<file path="src/rtl/dffram_2r1w_arbiter.sv">
// dffram_2r1w_arbiter: shares one 256x16 2R1W DFFRAM between one writer
// and NRD readers; round-robin read grants, throttled write priority.
module dffram_2r1w_arbiter #(
   parameter int NRD          = 4,
   parameter int WR_MAX_BURST = 4
) (
   input  logic              CLK,
   input  logic              RST,
   input  logic              wr_valid,
   output logic              wr_ready,
   input  logic [7:0]        wr_addr,
   input  logic [1:0]        wr_be,
   input  logic [15:0]       wr_data,
   input  logic [NRD-1:0]    rd_valid,
   output logic [NRD-1:0]    rd_ready,
   input  logic [NRD*8-1:0]  rd_addr,
   output logic [NRD-1:0]    rd_rvalid,
   output logic [NRD*16-1:0] rd_rdata,
   output logic [1:0]        ram_we0,
   output logic              ram_en0,
   output logic              ram_en1,
   output logic [7:0]        ram_a0,
   output logic [7:0]        ram_a1,
   output logic [15:0]       ram_di0,
   input  logic [15:0]       ram_do0,
   input  logic [15:0]       ram_do1
);

   localparam int PW  = (NRD > 1) ? $clog2(NRD) : 1;
   localparam int WBW = $clog2(WR_MAX_BURST + 1);

   logic [PW-1:0]  rr_q, rr_d;
   logic [WBW-1:0] wb_q, wb_d;
   logic [NRD-1:0] rv_q;
   logic [NRD-1:0] pt_q, pt_d;

   logic [7:0]     ra [NRD];
   logic [NRD-1:0] elig;
   logic           throttle;
   logic           wr_go;
   logic           have_a, have_b;
   logic [PW-1:0]  a_idx, b_idx, idx_w;
   logic           p0_rd, p1_v;
   logic [PW-1:0]  p1_idx, last_idx;

   always_comb begin
      for (int i = 0; i < NRD; i++) begin
         ra[i] = rd_addr[8*i +: 8];
      end
   end

   // A reader hitting the write address waits a cycle so it sees new data.
   always_comb begin
      throttle = (wb_q == WBW'(WR_MAX_BURST));
      wr_go    = wr_valid & ~throttle & ~RST;
      for (int i = 0; i < NRD; i++) begin
         elig[i] = rd_valid[i] & ~RST
                 & ~(wr_go & (ra[i] == wr_addr));
      end
      have_a = 1'b0;
      have_b = 1'b0;
      a_idx  = '0;
      b_idx  = '0;
      idx_w  = '0;
      for (int k = 0; k < NRD; k++) begin
         idx_w = PW'((int'(rr_q) + k) % NRD);
         if (elig[idx_w]) begin
            if (!have_a) begin
               have_a = 1'b1;
               a_idx  = idx_w;
            end else if (!have_b) begin
               have_b = 1'b1;
               b_idx  = idx_w;
            end
         end
      end
      p0_rd  = ~wr_go & have_a;
      p1_v   = wr_go ? have_a : have_b;
      p1_idx = wr_go ? a_idx : b_idx;
   end

   always_comb begin
      wr_ready = wr_go;
      for (int i = 0; i < NRD; i++) begin
         pt_d[i]     = p1_v && (p1_idx == PW'(i));
         rd_ready[i] = (p0_rd && (a_idx == PW'(i))) || pt_d[i];
      end
      ram_en0 = wr_go | p0_rd;
      ram_we0 = wr_go ? wr_be : 2'b00;
      ram_di0 = wr_go ? wr_data : 16'h0000;
      ram_a0  = wr_go ? wr_addr : (p0_rd ? ra[a_idx] : 8'h00);
      ram_en1 = p1_v;
      ram_a1  = p1_v ? ra[p1_idx] : 8'h00;
   end

   always_comb begin
      last_idx = p1_v ? p1_idx : a_idx;
      rr_d     = rr_q;
      if (have_a) begin
         rr_d = (last_idx == PW'(NRD - 1)) ? '0 : last_idx + PW'(1);
      end
      wb_d = (wr_go && (|rd_valid)) ? wb_q + WBW'(1) : '0;
   end

   // Port tag selects which RAM output answers each reader.
   always_comb begin
      for (int i = 0; i < NRD; i++) begin
         rd_rdata[16*i +: 16] = rv_q[i]
                              ? (pt_q[i] ? ram_do1 : ram_do0)
                              : 16'h0000;
      end
   end

   assign rd_rvalid = rv_q;

   always_ff @(posedge CLK) begin
      if (RST) begin
         rr_q <= '0;
         wb_q <= '0;
         rv_q <= '0;
         pt_q <= '0;
      end else begin
         rr_q <= rr_d;
         wb_q <= wb_d;
         rv_q <= rd_ready;
         pt_q <= pt_d;
      end
   end

endmodule

</file>
<file path="config.mk">
export PLATFORM = sky130hd
export DESIGN_NAME = dffram_2r1w_arbiter
export DESIGN_NICKNAME = d
export VERILOG_FILES = /design/src/rtl/dffram_2r1w_arbiter.sv
export SDC_FILE = /design/constraint.sdc
export NUM_CORES = 1
export LEC_CHECK = 0
export CAP_MARGIN = 15
export CORE_ASPECT_RATIO = 2
export CORE_MARGIN = 8
export CORE_UTILIZATION = 42
export CTS_BUF_LIST = sky130_fd_sc_hd__clkbuf_16
export DETAILED_ROUTE_END_ITERATION = 16
export PLACE_DENSITY_LB_ADDON = 0.12
export SLEW_MARGIN = 20
export SYNTH_ARGS = -nofsm -noshare
export SYNTH_HDL_FRONTEND = slang
export SYNTH_SLANG_ARGS = --single-unit
</file>
<file path="constraint.sdc">
create_clock -name CLK -period 12.6 [get_ports CLK]
set_input_delay 2.52 -clock CLK [delete_from_list [all_inputs] [get_ports CLK]]
set_output_delay 2.52 -clock CLK [all_outputs]
set_load 0.02 [all_outputs]
</file>
==> results of run 1 <==
[report_power, final]
part / leakage, nW / switching (mW) / internal, mW
Sequential: 0.107 / 0.0320 / 0.0474
Combinational: 1.87 / 0.191 / 0.202
Clock: 0.0409 / 0.0238 / 0.0425
Total: 2.02 / 0.247 / 0.292
[metal layers]
layer	share of wire	vias to the layer above	global-route usage
li1	-	1936	-
met1	0.34	1845	0.206
met2	0.54	218	0.444
met3	0.072	37	0.0498
met4	0.045	0	0.140
met5	0	-	0
[cell usage in the layout (no fill, tap or decap), drive strengths merged, types with 4 or more instances in the layout]
| cell | netlist | final |
|---|---|---|
| nor2b | 69 | 69 |
| clkdlybuf4s50 | 0 | 205 |
| a31oi | 5 | 5 |
| o31ai | 5 | 5 |
| nor4 | 5 | 5 |
| and2 | 20 | 20 |
| nand2 | 13 | 13 |
| xor2 | 9 | 9 |
| inv | 9 | 9 |
| a21oi | 5 | 5 |
| nor2 | 12 | 12 |
| o22ai | 11 | 11 |
| a22oi | 12 | 12 |
| a21o | 4 | 4 |
| mux2 | 8 | 8 |
| mux2i | 88 | 88 |
| nand4 | 9 | 9 |
| xnor2 | 27 | 27 |
| buf | 20 | 4 |
| o21ai | 13 | 13 |
| nor3 | 10 | 10 |
| ha | 4 | 4 |
| nand3 | 6 | 6 |
| dfxtp | 13 | 13 |
[worst max-delay path, stage by stage]
cell	delay, ns
clkdlybuf4s50_1	0.57
inv_2	0.17
nand3_2	0.29
inv_2	0.56
a31oi_2	0.43
mux4_2	0.58
ha_1	0.29
o21ai_1	0.12
nand3_2	0.11
a32oi_4	0.23
buf_4	0.38
a2bb2oi_4	0.67
nor2b_1	0.32
o21bai_1	0.17
clkdlybuf4s50_1	0.64
[Yosys cell counts, types with 11 or more instances]
master,number
mux2i_1,88
nor2b_1,69
xnor2_1,26
clkbuf_1,22
and2_1,20
dfxtp_1,13
nand2_1,13
a22oi_1,12
buf_2,12
nor2_1,12
o22ai_1,11
[state kept, by name, summed over array words and instances (netlist names)]
register   cells
wb_q           3
rr_q           2
pt_q           4
rd_rvalid      4
[layout make-up]
| type | count | area [µm²] |
|---|---|---|
| Clock buffer | 3 | 75.1 |
| Timing Repair Buffer | 209 | 2080 |
| Sequential cell | 13 | 260 |
| Fill cell | 739 | 2630 |
| Inverter | 9 | 33.8 |
| Tap cell | 98 | 123 |
| Multi-Input combinational cell | 373 | 2960 |
| Clock inverter | 1 | 5.00 |
[worst paths after layout]
check | from | to | slack (ns) | depth (start not counted)
hold reg to reg | wb_q[0] | wb_q[0] | 0.46 | 1
hold / removal | wb_q[0] | wb_q[0] | 0.46 | 1
setup reg to reg | wb_q[0] | rr_q[1] | 7.67 | 15
setup / recovery | RST | rd_ready[0] | 2.01 | 15
[stage by stage]
stage,cells,hold slack (ns)
floorplan,437,0.417
detailed placement,702,0.455
CTS,706,0.463
finish,706,0.460
global route,706,0.483
global placement,702,0.425
[cell families after synthesis]
| logic type | synth area share |
|---|---|
| and+or+nand+nor | 0.260 |
| adders and majority gates | 0.0173 |
| xor gates and xnor gates | 0.0931 |
| buffers and inverters | 0.0715 |
| DFF | 0.0751 |
| muxes | 0.291 |
| AOI/OAI and AO/OA | 0.192 |
==> impl_metrics.yaml, run 1 <==
pwr:
  finalPower_mw: 0.539
  peakVddDrop_mv: 0.0601
  p_leak_nw: 2.02
  power_density_nw_per_um2: 97.2
critical_path:
  crit_required_ns: 10.08
  critPathMaxFanout: 40
  cp_data_arrival_time_ns: 8.07
  critPathLaunchType: "input port"
  cp-end-kind: "primary output"
  crit_type: "input port to primary output"
detailed_routing:
  drc: 0
  wl_per_cell_um: 19.8
  dr.pass1.iters: 5
  num_vias: 4036
  via_per_inst: 5.72
  drtIter0Drc: 221
  wl_um: 14000
  ant_nets: 0
cts:
  clock_latency_ns: 0.27
  clkTransAtPathRegs_ns: 0.06
  postCtsSetupBuffers: 0
  tritoncts: "yes"
  cts_hold_buf: 0
  htreeDepth: 1
  clock_sinks: 13
  ctsResizeCount: 0
  cts_root_buffer: "clkbuf_16"
  clockBufferDepth: 2
  cts_buffers: 3
placed_design:
  place_ws_ns: 1.90
  dp_hpwl_um: 11400
  place_congestion: 0.957
  postPlaceCellArea_um2: 5460
  port-buffer-count: 205
min_path:
  hp-class: "flip-flop to flip-flop"
final_layout:
  areaGrowthSynthToFinish_pct: 59.9
  fin_area_um2: 5540
  num-nets-final: 710
  diodes: 0
  drive_gt1_frac: 0.0526
  final_util: 0.678
logic_synthesis:
  ys_seq_elements: 13
  synthCells: 437
  synth_enable_flop_cells: 0
  synthesis.area_um2: 3470
  synth_area_leaders: "mux2i_1, nor2b_1, dfxtp_1"
  synth_top_cell_area_share: 0.254
  synth_fp_nets: 538
  async_flop_share: 0
  syn_area_per_cell_um2: 7.93
  synth_ff_type: "dfxtp_1"
  synth_cell_types: 60
  ys_seq_area_frac: 0.0751
  synth_top_area_cell: "mux2i_1"
  ys_warn_count: 0
sta:
  worst_pin_slew_ns: 1.06
  period_share: 0.841
  relSlewSlack: 0.294
  setup_violations: 0
  finalWorstSetupSlack_ns: 2.01
  rsz0062_at_grt: "false"
  fmax_ghz: 0.0944
  tns_ns: 0
  finClkSkew_ns: 0.0155
  period_needed_ns: 10.59
  hold_viol_final: 0
  slew_violations: 0
run_status:
  status: "finished, final reports clean"
grt:
  grt_pass1_wl_um: 21300
  grt_overflow: 0
  grt_use_total: 0.231
  antenna_found_initial: 0
  grt_pass1_vias: 4273
  grt_max_degree: 41
floorplan:
  ios: 206
  initial_core_util: 0.424
  die_x_um: 80.2
  die_y_um: 144
  num_rows: 47
  core_um2: 8170
  die-area_um2: 11600
run:
  cap_violations: 0
(Power assumes the default switching activity.)
==> run 2, diff against run 1 <==
- CORE_UTILIZATION: 42 -> 35
- clock period: 12.6 -> 8.5 ns (I/O delays scaled with it)
==> impl_metrics.yaml, run 2 (synthesized netlist as in run 1, its figures left out) <==
cts:
  cts_buffers: 3
  htreeDepth: 1
  tritoncts: "yes"
  cts_hold_buf: 0
  ctsResizeCount: 0
  clockBufferDepth: 2
  clock_latency_ns: 0.24
  clkTransAtPathRegs_ns: 0.04
  postCtsSetupBuffers: 0
  cts_root_buffer: "clkbuf_16"
  clock_sinks: 13
sta:
  relSlewSlack: 0.295
  slew_violations: 0
  fmax_ghz: 0.129
  hold_viol_final: 0
  holdWs_ns: 0.451
  tns_ns: 0
  finalWorstSetupSlack_ns: 0.762
  setup_violations: 0
  worst_pin_slew_ns: 1.06
  period_needed_ns: 7.74
  finClkSkew_ns: 0.00368
  rsz0062_at_grt: "false"
  period_share: 0.910
min_path:
  hold_path_startpoint: "wb_q[0]"
  worstHoldEndpoint: "wb_q[0]"
  whs_path_depth: 1
  hp-class: "flip-flop to flip-flop"
pwr:
  p_leak_nw: 2.07
  power_density_nw_per_um2: 142
  peakVddDrop_mv: 0.0826
critical_path:
  cp_num_cells: 14
  crit_required_ns: 6.80
  cp_data_arrival_time_ns: 6.04
  worst_path_max_delay_cell: "clkdlybuf4s50_1"
  r2r_setup_slack_ns: 4.85
  critPathLaunchType: "input port"
  crit_family: "buffers and inverters"
  crit_chain: "clkdlybuf4s50_1 > inv_2 > nand3_2 > o31a_1 > mux4_2 > ha_1 > o21ai_1 > nand3_2 > a32oi_4 > buf_4 > mux2_2 > a22oi_1 > o21ai_0 > clkdlybuf4s50_1"
  cp-end-kind: "primary output"
  crit_path_max_incr_delay_ns: 0.57
  timing.rr.start: "wb_q[0]"
  rr_worst_depth: 14
  crit_type: "input port to primary output"
  critPathMaxFanout: 23
  r2r_end: "rr_q[1]"
  cp_num_buf_inv: 4
grt:
  grt_use_total: 0.215
  grt_overflow: 0
  grt_pass1_wl_um: 23300
  grt_max_degree: 24
  antenna_found_initial: 0
  grt_pass1_vias: 4398
placed_design:
  postPlaceCellArea_um2: 5590
  place_ws_ns: 0.773
  dp.cells: 746
  port-buffer-count: 205
  place_congestion: 0.983
  dp_hpwl_um: 12600
floorplan:
  core_um2: 9700
  die_x_um: 86.4
  die-area_um2: 13500
  ios: 206
  initial_core_util: 0.357
  num_rows: 51
  die_y_um: 157
final_layout:
  layout_commonest_cell: "clkdlybuf4s50_1"
  areaGrowthSynthToFinish_pct: 63.5
  fillCellCount: 934
  final_cell_mix: "clkdlybuf4s50_1, mux2i_1, nor2b_1, xnor2_1, and2_1"
  stdcell_count: 750
  drive_gt1_frac: 0.0647
  fin_area_um2: 5670
  num-nets-final: 720
  diodes: 0
detailed_routing:
  via_per_inst: 5.46
  drtIter0Drc: 170
  num_vias: 4098
  drc: 0
  dr.pass1.iters: 4
  wl_per_cell_um: 20.0
  wl_um: 15000
  ant_nets: 0
run:
  cap_violations: 0
run_status:
  status: "finished, final reports clean"
-- run 2: cell type report --
type                    instances  area (µm²)  share of cell area
clock buffers                   3        75.1              0.0133
multi-input cells             373        2960               0.522
repair buffers                219        2170               0.383
clock inverters                 1        3.75            0.000663
inverters                       9        33.8             0.00596
well taps                     132         165              0.0292
flip-flops and latches         13         260              0.0459
-- run 2: how the worst max path moves through the flow --
stage          startpoint        end  slack (ns)
5_1_grt               RST  ram_a0[1]        0.53
6_report              RST  ram_a0[2]        0.76
3_5_place_dp          RST  ram_a0[2]        0.77
2_1_floorplan  wr_addr[7]  ram_a1[1]        1.97
3_3_place_gp   wr_addr[7]  ram_a0[7]        0.78
4_1_cts        wr_addr[7]  ram_a0[2]        0.76
-- run 2: report_power, final --
group / leakage [nW] / switching, mW / internal [mW] / total, mW
Combinational: 1.92 / 0.291 / 0.308 / 0.599
Sequential: 0.107 / 0.0480 / 0.0705 / 0.118
Clock: 0.0423 / 0.0228 / 0.0617 / 0.0845
-- run 2: through the flow --
stage | total power [mW] | utilization
2_1_floorplan | 0.457 | -
5_1_grt | 0.849 | 0.584
6_report | 0.802 | 0.584
4_1_cts | 0.811 | 0.584
3_3_place_gp | 0.718 | 0.576
3_5_place_dp | 0.723 | 0.576
-- run 2: metal layers --
layer  part of all wire  vias up  global-route usage
li1                   -     1955                   -
met1               0.34     1889               0.196
met2               0.54      213               0.418
met3              0.070       41              0.0410
met4              0.048        0               0.123
met5                  0        -                   0
-- run 2: worst register-to-register path, delay by kind of cell, from the launching register on --
kind                     cells  cell delay (ns)
flip-flops                   1             0.36
multiplexers                 1             0.49
AO/OA/AOI/OAI                4             1.03
XOR/XNOR                     1             0.12
AND/OR/NAND/NOR              4             0.59
adder cells (fa/ha/maj)      2             0.47
buffers and inverters        2             0.44
